--- config.mk ---
export PLATFORM = sky130hd
export DESIGN_NAME = reg_file_write_ctrl_flat
export DESIGN_NICKNAME = d
export VERILOG_FILES = /design/src/rtl/reg_file_pkg.sv /design/src/rtl/reg_file_write_ctrl_if.sv /design/src/rtl/reg_file_write_ctrl_wr_addr_decoder.sv /design/src/rtl/reg_file_write_ctrl.sv /design/src/flat_wrapper.sv
export SDC_FILE = /design/constraint.sdc
export NUM_CORES = 1
export LEC_CHECK = 0
export CORE_MARGIN = 10
export CORE_UTILIZATION = 40
export DETAILED_ROUTE_END_ITERATION = 8
export MAX_ROUTING_LAYER = met4
export PLACE_DENSITY = 0.62
export SLEW_MARGIN = 10
export SYNTH_ARGS = -nofsm -noshare
export SYNTH_HDL_FRONTEND = slang
export SYNTH_SLANG_ARGS = --single-unit
--- constraint.sdc ---
create_clock -name clk -period 3.8 [get_ports clk]
set_clock_uncertainty 0.15 [all_clocks]
set_input_delay 0.57 -clock clk [delete_from_list [all_inputs] [get_ports clk]]
set_output_delay 0.57 -clock clk [all_outputs]
set_load 0.01 [all_outputs]
--- src/rtl/reg_file_pkg.sv ---
// Shared types and defaults for the register file write controller.
package reg_file_pkg;

  localparam int unsigned ADDR_W_DEF = 3;
  localparam int unsigned DATA_W_DEF = 8;

  typedef enum logic {IDLE, CLEAR} state_t;

  function automatic int unsigned num_regs(input int unsigned aw);
    return 32'd1 << aw;
  endfunction

endpackage

--- src/rtl/reg_file_write_ctrl_if.sv ---
// Write/clear/read bus of the register file; master drives requests, slave is the file.
interface reg_file_write_ctrl_if #(
  parameter int unsigned ADDR_W = 3,
  parameter int unsigned DATA_W = 8
);
  logic                   wr_valid;
  logic                   wr_ready;
  logic [ADDR_W-1:0]      wr_addr;
  logic [DATA_W-1:0]      wr_data;
  logic                   clr_req;
  logic                   busy;
  logic                   clr_done;
  logic [(1<<ADDR_W)-1:0] to_reg;
  logic [ADDR_W-1:0]      rd_addr0;
  logic [DATA_W-1:0]      rd_data0;
  logic [ADDR_W-1:0]      rd_addr1;
  logic [DATA_W-1:0]      rd_data1;

  modport master (
    output wr_valid, wr_addr, wr_data, clr_req, rd_addr0, rd_addr1,
    input  wr_ready, busy, clr_done, to_reg, rd_data0, rd_data1
  );

  modport slave (
    input  wr_valid, wr_addr, wr_data, clr_req, rd_addr0, rd_addr1,
    output wr_ready, busy, clr_done, to_reg, rd_data0, rd_data1
  );
endinterface

--- src/rtl/reg_file_write_ctrl_wr_addr_decoder.sv ---
// Combinational address-to-one-hot decoder with enable.
module wr_addr_decoder #(
  parameter int unsigned ADDR_W = 3
) (
  input  logic [ADDR_W-1:0]      d,
  input  logic                   en,
  output logic [(1<<ADDR_W)-1:0] q
);
  always_comb begin
    q = '0;
    if (en) q[d] = 1'b1;
  end
endmodule

--- src/rtl/reg_file_write_ctrl.sv ---
// Register file with staged handshaked write port, one-hot strobe and sequenced clear.
// Optional macro REG_FILE_BYPASS_EN forwards the staged entry to matching read ports.
module reg_file_write_ctrl
  import reg_file_pkg::*;
#(
  parameter int unsigned ADDR_W = ADDR_W_DEF,
  parameter int unsigned DATA_W = DATA_W_DEF
) (
  input  logic                 clk,
  input  logic                 reset,
  reg_file_write_ctrl_if.slave bus
);
  localparam int unsigned NUM_REGS = num_regs(ADDR_W);

  state_t              r_state, w_state_nxt;
  logic [ADDR_W-1:0]   r_cnt, w_cnt_nxt;
  logic                r_stg_vld, w_stg_vld_nxt;
  logic [ADDR_W-1:0]   r_stg_addr, w_stg_addr_nxt;
  logic [DATA_W-1:0]   r_stg_data, w_stg_data_nxt;
  logic [DATA_W-1:0]   r_regs [NUM_REGS];
  logic [NUM_REGS-1:0] w_strobe;
  logic                w_wr_ready, w_busy, w_clr_done;

  always_comb begin
    w_state_nxt    = r_state;
    w_cnt_nxt      = r_cnt;
    w_stg_vld_nxt  = 1'b0;
    w_stg_addr_nxt = r_stg_addr;
    w_stg_data_nxt = r_stg_data;
    w_wr_ready     = 1'b0;
    w_busy         = 1'b0;
    w_clr_done     = 1'b0;
    case (r_state)
      IDLE: begin
        w_wr_ready = ~bus.clr_req;
        if (bus.clr_req) begin
          w_state_nxt = CLEAR;
        end else if (bus.wr_valid) begin
          w_stg_vld_nxt  = 1'b1;
          w_stg_addr_nxt = bus.wr_addr;
          w_stg_data_nxt = bus.wr_data;
        end
      end
      CLEAR: begin
        w_busy         = 1'b1;
        w_stg_vld_nxt  = 1'b1;
        w_stg_addr_nxt = r_cnt;
        w_stg_data_nxt = '0;
        if (r_cnt == '1) begin
          w_clr_done  = 1'b1;
          w_state_nxt = IDLE;
          w_cnt_nxt   = '0;
        end else begin
          w_cnt_nxt = r_cnt + ADDR_W'(1);
        end
      end
      default: w_state_nxt = IDLE;
    endcase
  end

  always_ff @(posedge clk) begin
    if (reset) begin
      r_state    <= IDLE;
      r_cnt      <= '0;
      r_stg_vld  <= 1'b0;
      r_stg_addr <= '0;
      r_stg_data <= '0;
    end else begin
      r_state    <= w_state_nxt;
      r_cnt      <= w_cnt_nxt;
      r_stg_vld  <= w_stg_vld_nxt;
      r_stg_addr <= w_stg_addr_nxt;
      r_stg_data <= w_stg_data_nxt;
    end
  end

  always_ff @(posedge clk) begin
    if (reset) begin
      for (int unsigned i = 0; i < NUM_REGS; i++) r_regs[i] <= '0;
    end else if (r_stg_vld) begin
      r_regs[r_stg_addr] <= r_stg_data;
    end
  end

  wr_addr_decoder #(.ADDR_W(ADDR_W)) u_dec (
    .d  (r_stg_addr),
    .en (r_stg_vld),
    .q  (w_strobe)
  );

`ifdef REG_FILE_BYPASS_EN
  assign bus.rd_data0 = (r_stg_vld && r_stg_addr == bus.rd_addr0) ? r_stg_data : r_regs[bus.rd_addr0];
  assign bus.rd_data1 = (r_stg_vld && r_stg_addr == bus.rd_addr1) ? r_stg_data : r_regs[bus.rd_addr1];
`else
  assign bus.rd_data0 = r_regs[bus.rd_addr0];
  assign bus.rd_data1 = r_regs[bus.rd_addr1];
`endif

  assign bus.wr_ready = w_wr_ready;
  assign bus.busy     = w_busy;
  assign bus.clr_done = w_clr_done;
  assign bus.to_reg   = w_strobe;
endmodule

--- src/flat_wrapper.sv ---
// flat-port wrapper written by rule: the top's interface ports become plain ports
module reg_file_write_ctrl_flat import reg_file_pkg::*;
#(
  parameter int unsigned ADDR_W = ADDR_W_DEF,
  parameter int unsigned DATA_W = DATA_W_DEF
)
  (clk, reset, bus_wr_valid, bus_wr_addr, bus_wr_data, bus_clr_req, bus_rd_addr0, bus_rd_addr1, bus_wr_ready, bus_busy, bus_clr_done, bus_to_reg, bus_rd_data0, bus_rd_data1);
  reg_file_write_ctrl_if #(.ADDR_W(ADDR_W), .DATA_W(DATA_W)) bus_i ();
  input  logic clk;
  input  logic reset;
  input wire logic [$bits(bus_i.wr_valid)-1:0] bus_wr_valid;
  input wire logic [$bits(bus_i.wr_addr)-1:0] bus_wr_addr;
  input wire logic [$bits(bus_i.wr_data)-1:0] bus_wr_data;
  input wire logic [$bits(bus_i.clr_req)-1:0] bus_clr_req;
  input wire logic [$bits(bus_i.rd_addr0)-1:0] bus_rd_addr0;
  input wire logic [$bits(bus_i.rd_addr1)-1:0] bus_rd_addr1;
  output wire logic [$bits(bus_i.wr_ready)-1:0] bus_wr_ready;
  output wire logic [$bits(bus_i.busy)-1:0] bus_busy;
  output wire logic [$bits(bus_i.clr_done)-1:0] bus_clr_done;
  output wire logic [$bits(bus_i.to_reg)-1:0] bus_to_reg;
  output wire logic [$bits(bus_i.rd_data0)-1:0] bus_rd_data0;
  output wire logic [$bits(bus_i.rd_data1)-1:0] bus_rd_data1;
  assign bus_i.wr_valid = bus_wr_valid;
  assign bus_i.wr_addr = bus_wr_addr;
  assign bus_i.wr_data = bus_wr_data;
  assign bus_i.clr_req = bus_clr_req;
  assign bus_i.rd_addr0 = bus_rd_addr0;
  assign bus_i.rd_addr1 = bus_rd_addr1;
  assign bus_wr_ready = bus_i.wr_ready;
  assign bus_busy = bus_i.busy;
  assign bus_clr_done = bus_i.clr_done;
  assign bus_to_reg = bus_i.to_reg;
  assign bus_rd_data0 = bus_i.rd_data0;
  assign bus_rd_data1 = bus_i.rd_data1;
  reg_file_write_ctrl #(.ADDR_W(ADDR_W), .DATA_W(DATA_W)) u_core (.clk(clk), .reset(reset), .bus(bus_i));
endmodule
* After elaboration in Yosys (flattened, before gate mapping)
Memories as Yosys holds them, arrays and structs flattened. Cells that the tools add are included. Widths: inputs -> output; s select.
Storage, ports and cells: input bits 21, register bits 16, RAM bits 64, logic and storage cells 45, memories 1
Cells by class: muxes and demuxes 28, $lt $le $gt $ge 2, add/sub/neg operators 1, reductions and logical operators 3, eq/ne operators 3, bitwise logic cells 2
Memories:
- u_core.r_regs | words 8, width 8, read ports 2, clocked after Yosys merged registers in 0, write ports 8, RTL line reg_file_write_ctrl.sv:20 | logic [DATA_W-1:0] r_regs [NUM_REGS];
Operators by type and width (number):
- $mux 8 | 4
- $pmux 8 s2 | 1
- $mux 1 | 15
- $mux 3 | 4
- $reduce_or 8->1 | 1
- $pmux 3 s2 | 1
- $lt 3x4->1 const B | 1
- $ne 2x2->1 const B | 2
- $pmux 1 s2 | 2
- $add 3x1->3 const B | 1
- $demux 1 s3 | 1
- $eq 3x3->1 const B | 1
- $ge 3x1->1 const B | 1
- $not 1->1 | 2
- $reduce_and 2->1 | 1
- $logic_and 1x1->1 | 1

* Longest topological paths before layout
depth in word-level cells 5, depth in mapped cells 5

* Hierarchy
From an unflattened synthesis, not the netlist that was laid out.
Second synthesis, totals: cell total of the unflattened synthesis 289, area total of the unflattened synthesis 4246.6 µm²
Modules (own cells, without submodules):
- reg_file_write_ctrl | times used 1, seq. area each 2242.2 µm², cells an instance 281, area each 4150.2 µm²
- wr_addr_decoder | times used 1, seq. area each 0.0 µm², cells an instance 8, area each 96.3 µm²

* Worst setup path before layout
Ideal clock, no wire load.
path kind input -> output, start in bus_rd_addr1[0], end out bus_rd_data1[2], stages 4, arrival 1.635 ns, buffers on the path 2, slack 1.445 ns, cell sequence buf_6 > buf_12 > mux4_1 > mux2_2
On the way: word-level cells in the longest chain between the ends 1
RTL lines:
- start, declared | RTL line flat_wrapper.sv:16 | input wire logic [$bits(bus_i.rd_addr1)-1:0] bus_rd_addr1;
- $mem_v2 8x8
- end, declared | RTL line flat_wrapper.sv:22 | output wire logic [$bits(bus_i.rd_data1)-1:0] bus_rd_data1;
Every way passes these cells.

* Worst setup path after layout
start in bus_rd_addr0[0], end out bus_rd_data0[4]
On the way: word-level cells in the longest chain between the ends 1
RTL lines:
- start, declared | RTL line flat_wrapper.sv:15 | input wire logic [$bits(bus_i.rd_addr0)-1:0] bus_rd_addr0;
- $mem_v2 8x8
- end, declared | RTL line flat_wrapper.sv:21 | output wire logic [$bits(bus_i.rd_data0)-1:0] bus_rd_data0;
Every way passes these cells.

==> key figures <==
Drt
  – Final ANT Viol Nets: 0
  – DR WL/cell: about 21 µm
  – Remaining routing DRC violations: 0
  – Routed WL: 10.11 mm
  – Via count: 2,516
  – First-pass DRT Iterations: 4
  – Iteration-0 DRC Markers: 163
  – DR vias/cell: 5.264

Die
  – I/O Pins: 48
  – Chip Height: 122.4 µm
  – Placement Rows: 37
  – Core Area: 0.01028 mm²
  – Die footprint: 0.01498 mm²
  – Initial Utilization: 0.4082
  – Die span in x: 122.4 µm

Worst setup path
  – Critical Path RT: 3.08 ns
  – Worst-path maximum fanout: 16
  – Critical path type: in2out
  – Worst EP arrival: 2.72 ns
  – Worst path slowest cell: mux4_1
  – CP Launch Type: primary input
  – Largest stage delay on the critical path: 0.62 ns
  – Crit-path cells: clkdlybuf4s50_1, buf_4, mux4_1, mux2_2, clkdlybuf4s50_1
  – Crit. End Element: primary output
  – Most common cell on crit path: clkdlybuf4s50_1
  – FF-to-FF path depth: 3

Final layout
  – Most common cell after layout, fill and taps aside: and2_1
  – Area Growth Syn to Fin: 17.72%
  – Commonest non-fill, non-tap cells in the layout: and2_1, edfxtp_1, clkdlybuf4s50_1, mux4_1, nand2_1
  – Layout cells sized above 1: 0.1462
  – Diodes inserted: 0
  – Final Cell Area: a little under 0.005 mm²
  – Nets: 360
  – Core Util, Final: 0.4805

Clock network
  – Hold-fix buffers, CTS: 0
  – CTS tree: built
  – CTS Root Buffer Type: clkbuf_8
  – CTS clk-pin slew, worst paths: roughly 0.080 ns
  – Clock insertion delay at the later pin of the skew report: between 0.3 and 0.4 ns
  – Number of CTS-inserted buffers: 9
  – Post-CTS Resized: 0
  – CTS max path bufs: 2
  – CTS sink count: 80
  – CTS H-tree depth: 3
  – Postcts setup bufs: 0

Power and ir drop
  – Switching Fraction: 0.2559
  – PwrDens: roughly 370 mW/mm²
  – Worst vdd ir: 195.0 µV
  – Gate power share: 0.128
  – Sequential power share: 0.557
  – Psw: around 0.00047 W
  – Total internal power: around 0.0014 W
  – Leakage power: 1.849 nW
  – Part of the power in the clock network: 0.315

Global route
  – Gr usage total: 0.1421
  – Vias in the first global route: 2,580
  – Global-route wire length before repair: 15.37 mm
  – Largest net degree at the start of global routing: 19
  – Total grt overflow: 0
  – Initial antenna violation count: 0

Synth
  – Yosys top cell area share: 0.4581
  – Largest cells by area after synthesis: edfxtp_1, mux4_1, and2_1
  – Post-Syn Area: 0.004195 mm²
  – Post-synthesis cell count: 291
  – #FFs+latches synth: 80
  – Syn. warnings: 0
  – Syn nets: 314
  – Largest area contributor in the netlist: edfxtp_1
  – Synth cell types: 25
  – Syn avg cell area: 14.42 µm²
  – Register area share after synthesis: 0.5344

Timing
  – RSZ-0062 raised after global routing: no
  – Worst-margin pin slew: about 1.1 ns
  – Setup TNS: 0 ns
  – Period utilization: 0.9052
  – Min Clock Period, post-route: 3.440 ns
  – Final hold vios: 0
  – Max-slew violations: 0
  – Slew HR: 0.2735
  – FMAX: 290.7 MHz
  – Final setup vio count: 0
  – WHS: 0.3572 ns

Place
  – IO Port Bufs: 47
  – Final HPWL DP: ~7.4 mm
  – Placer congestion estimate: between 0.8 and 0.9
  – Placed cell areas: 0.004760 mm²

Outcome
  – Outcome: completed

Job
  – Max capacitance violation total: 0

Hold path
  – Hold Crit Class: reg2reg
  – Hold Crit Depth: 2
-- power by group through the flow --
| stage | combinational [W] | sequential [W] | clock, W |
|---|---|---|---|
| 2_1_floorplan | 0.000147 | 0.00102 | 0 |
| 3_3_place_gp | 0.000236 | 0.00104 | 0 |
| 3_5_place_dp | 0.000237 | 0.00104 | 0 |
| 4_1_cts | 0.000238 | 0.00102 | 0.000581 |
| 5_1_grt | 0.000252 | 0.00102 | 0.000623 |
| 6_report | 0.000233 | 0.00102 | 0.000574 |
-- through the flow --
step / worst slack [ns] / instances / power (W)
3_3_place_gp: 0.3364 / 462 / 0.001271
3_5_place_dp: 0.3365 / 462 / 0.001273
4_1_cts: 0.3391 / 478 / 0.001835
2_1_floorplan: 1.445 / 291 / 0.001162
6_report: 0.3602 / 478 / 0.001823
5_1_grt: 0.2808 / 478 / 0.001896
-- worst max-delay path: cells and delay by family --
family                 cells  cell delay, ns
buffers and inverters      3            1.22
multiplexers               2            0.93
-- routing by layer --
metal,share of wire,global-route usage
met1,0.47,0.1843
met2,0.45,0.2160
met3,0.067,0.03719
met4,0.017,0.03976
met5,0,-
-- synth_stat cells, drive strengths merged --
cell type,count
a21oi,10
mux2,16
nor4,2
buf,8
nor3b,1
inv,1
dfxtp,16
a311oi,3
nand2,24
ha,2
edfxtp,64
nor2b,1
or2,9
nand2b,4
mux4,32
clkbuf,9
nor3,9
nor2,13
mux2i,2
and2,65
-- state kept, by name (all words and copies together) (netlist names) --
| register | count |
|---|---|
| u_core.r_stg_data | 8 |
| u_core.r_stg_vld | 1 |
| u_core.r_stg_addr | 3 |
| u_core.r_cnt | 3 |
| u_core.r_regs | 64 |
| u_core.r_state | 1 |
-- path summary, 6_finish.rpt --
check,from,to,slack (ns)
max,bus_rd_addr0[0],bus_rd_data0[4],0.36
min,u_core.r_stg_addr[1],u_core.r_stg_addr[1],0.36
max reg2reg,u_core.r_stg_addr[1],u_core.r_regs[2][0],1.90
min reg2reg,u_core.r_stg_addr[1],u_core.r_stg_addr[1],0.36
-- logic make-up after synthesis --
family                   share of synthesized area
flip-flops                                  0.5344
adder cells (fa/ha/maj)                   0.005964
AND/OR/NAND/NOR                             0.1679
multiplexers                                0.2455
buffers and inverters                      0.02803
AO/OA/AOI/OAI                              0.01819
-- cell type report --
type / count / area [µm²]
Fill cell: 924 / 5339
Sequential cell: 80 / 2242
Multi-Input combinational cell: 193 / 1836
Timing Repair Buffer: 52 / 508.0
Tap cell: 136 / 170.2
Clock buffer: 9 / 123.9
Clock inverter: 7 / 55.05
Inverter: 1 / 3.754
No activity file was read; power rests on OpenSTA's default activity.
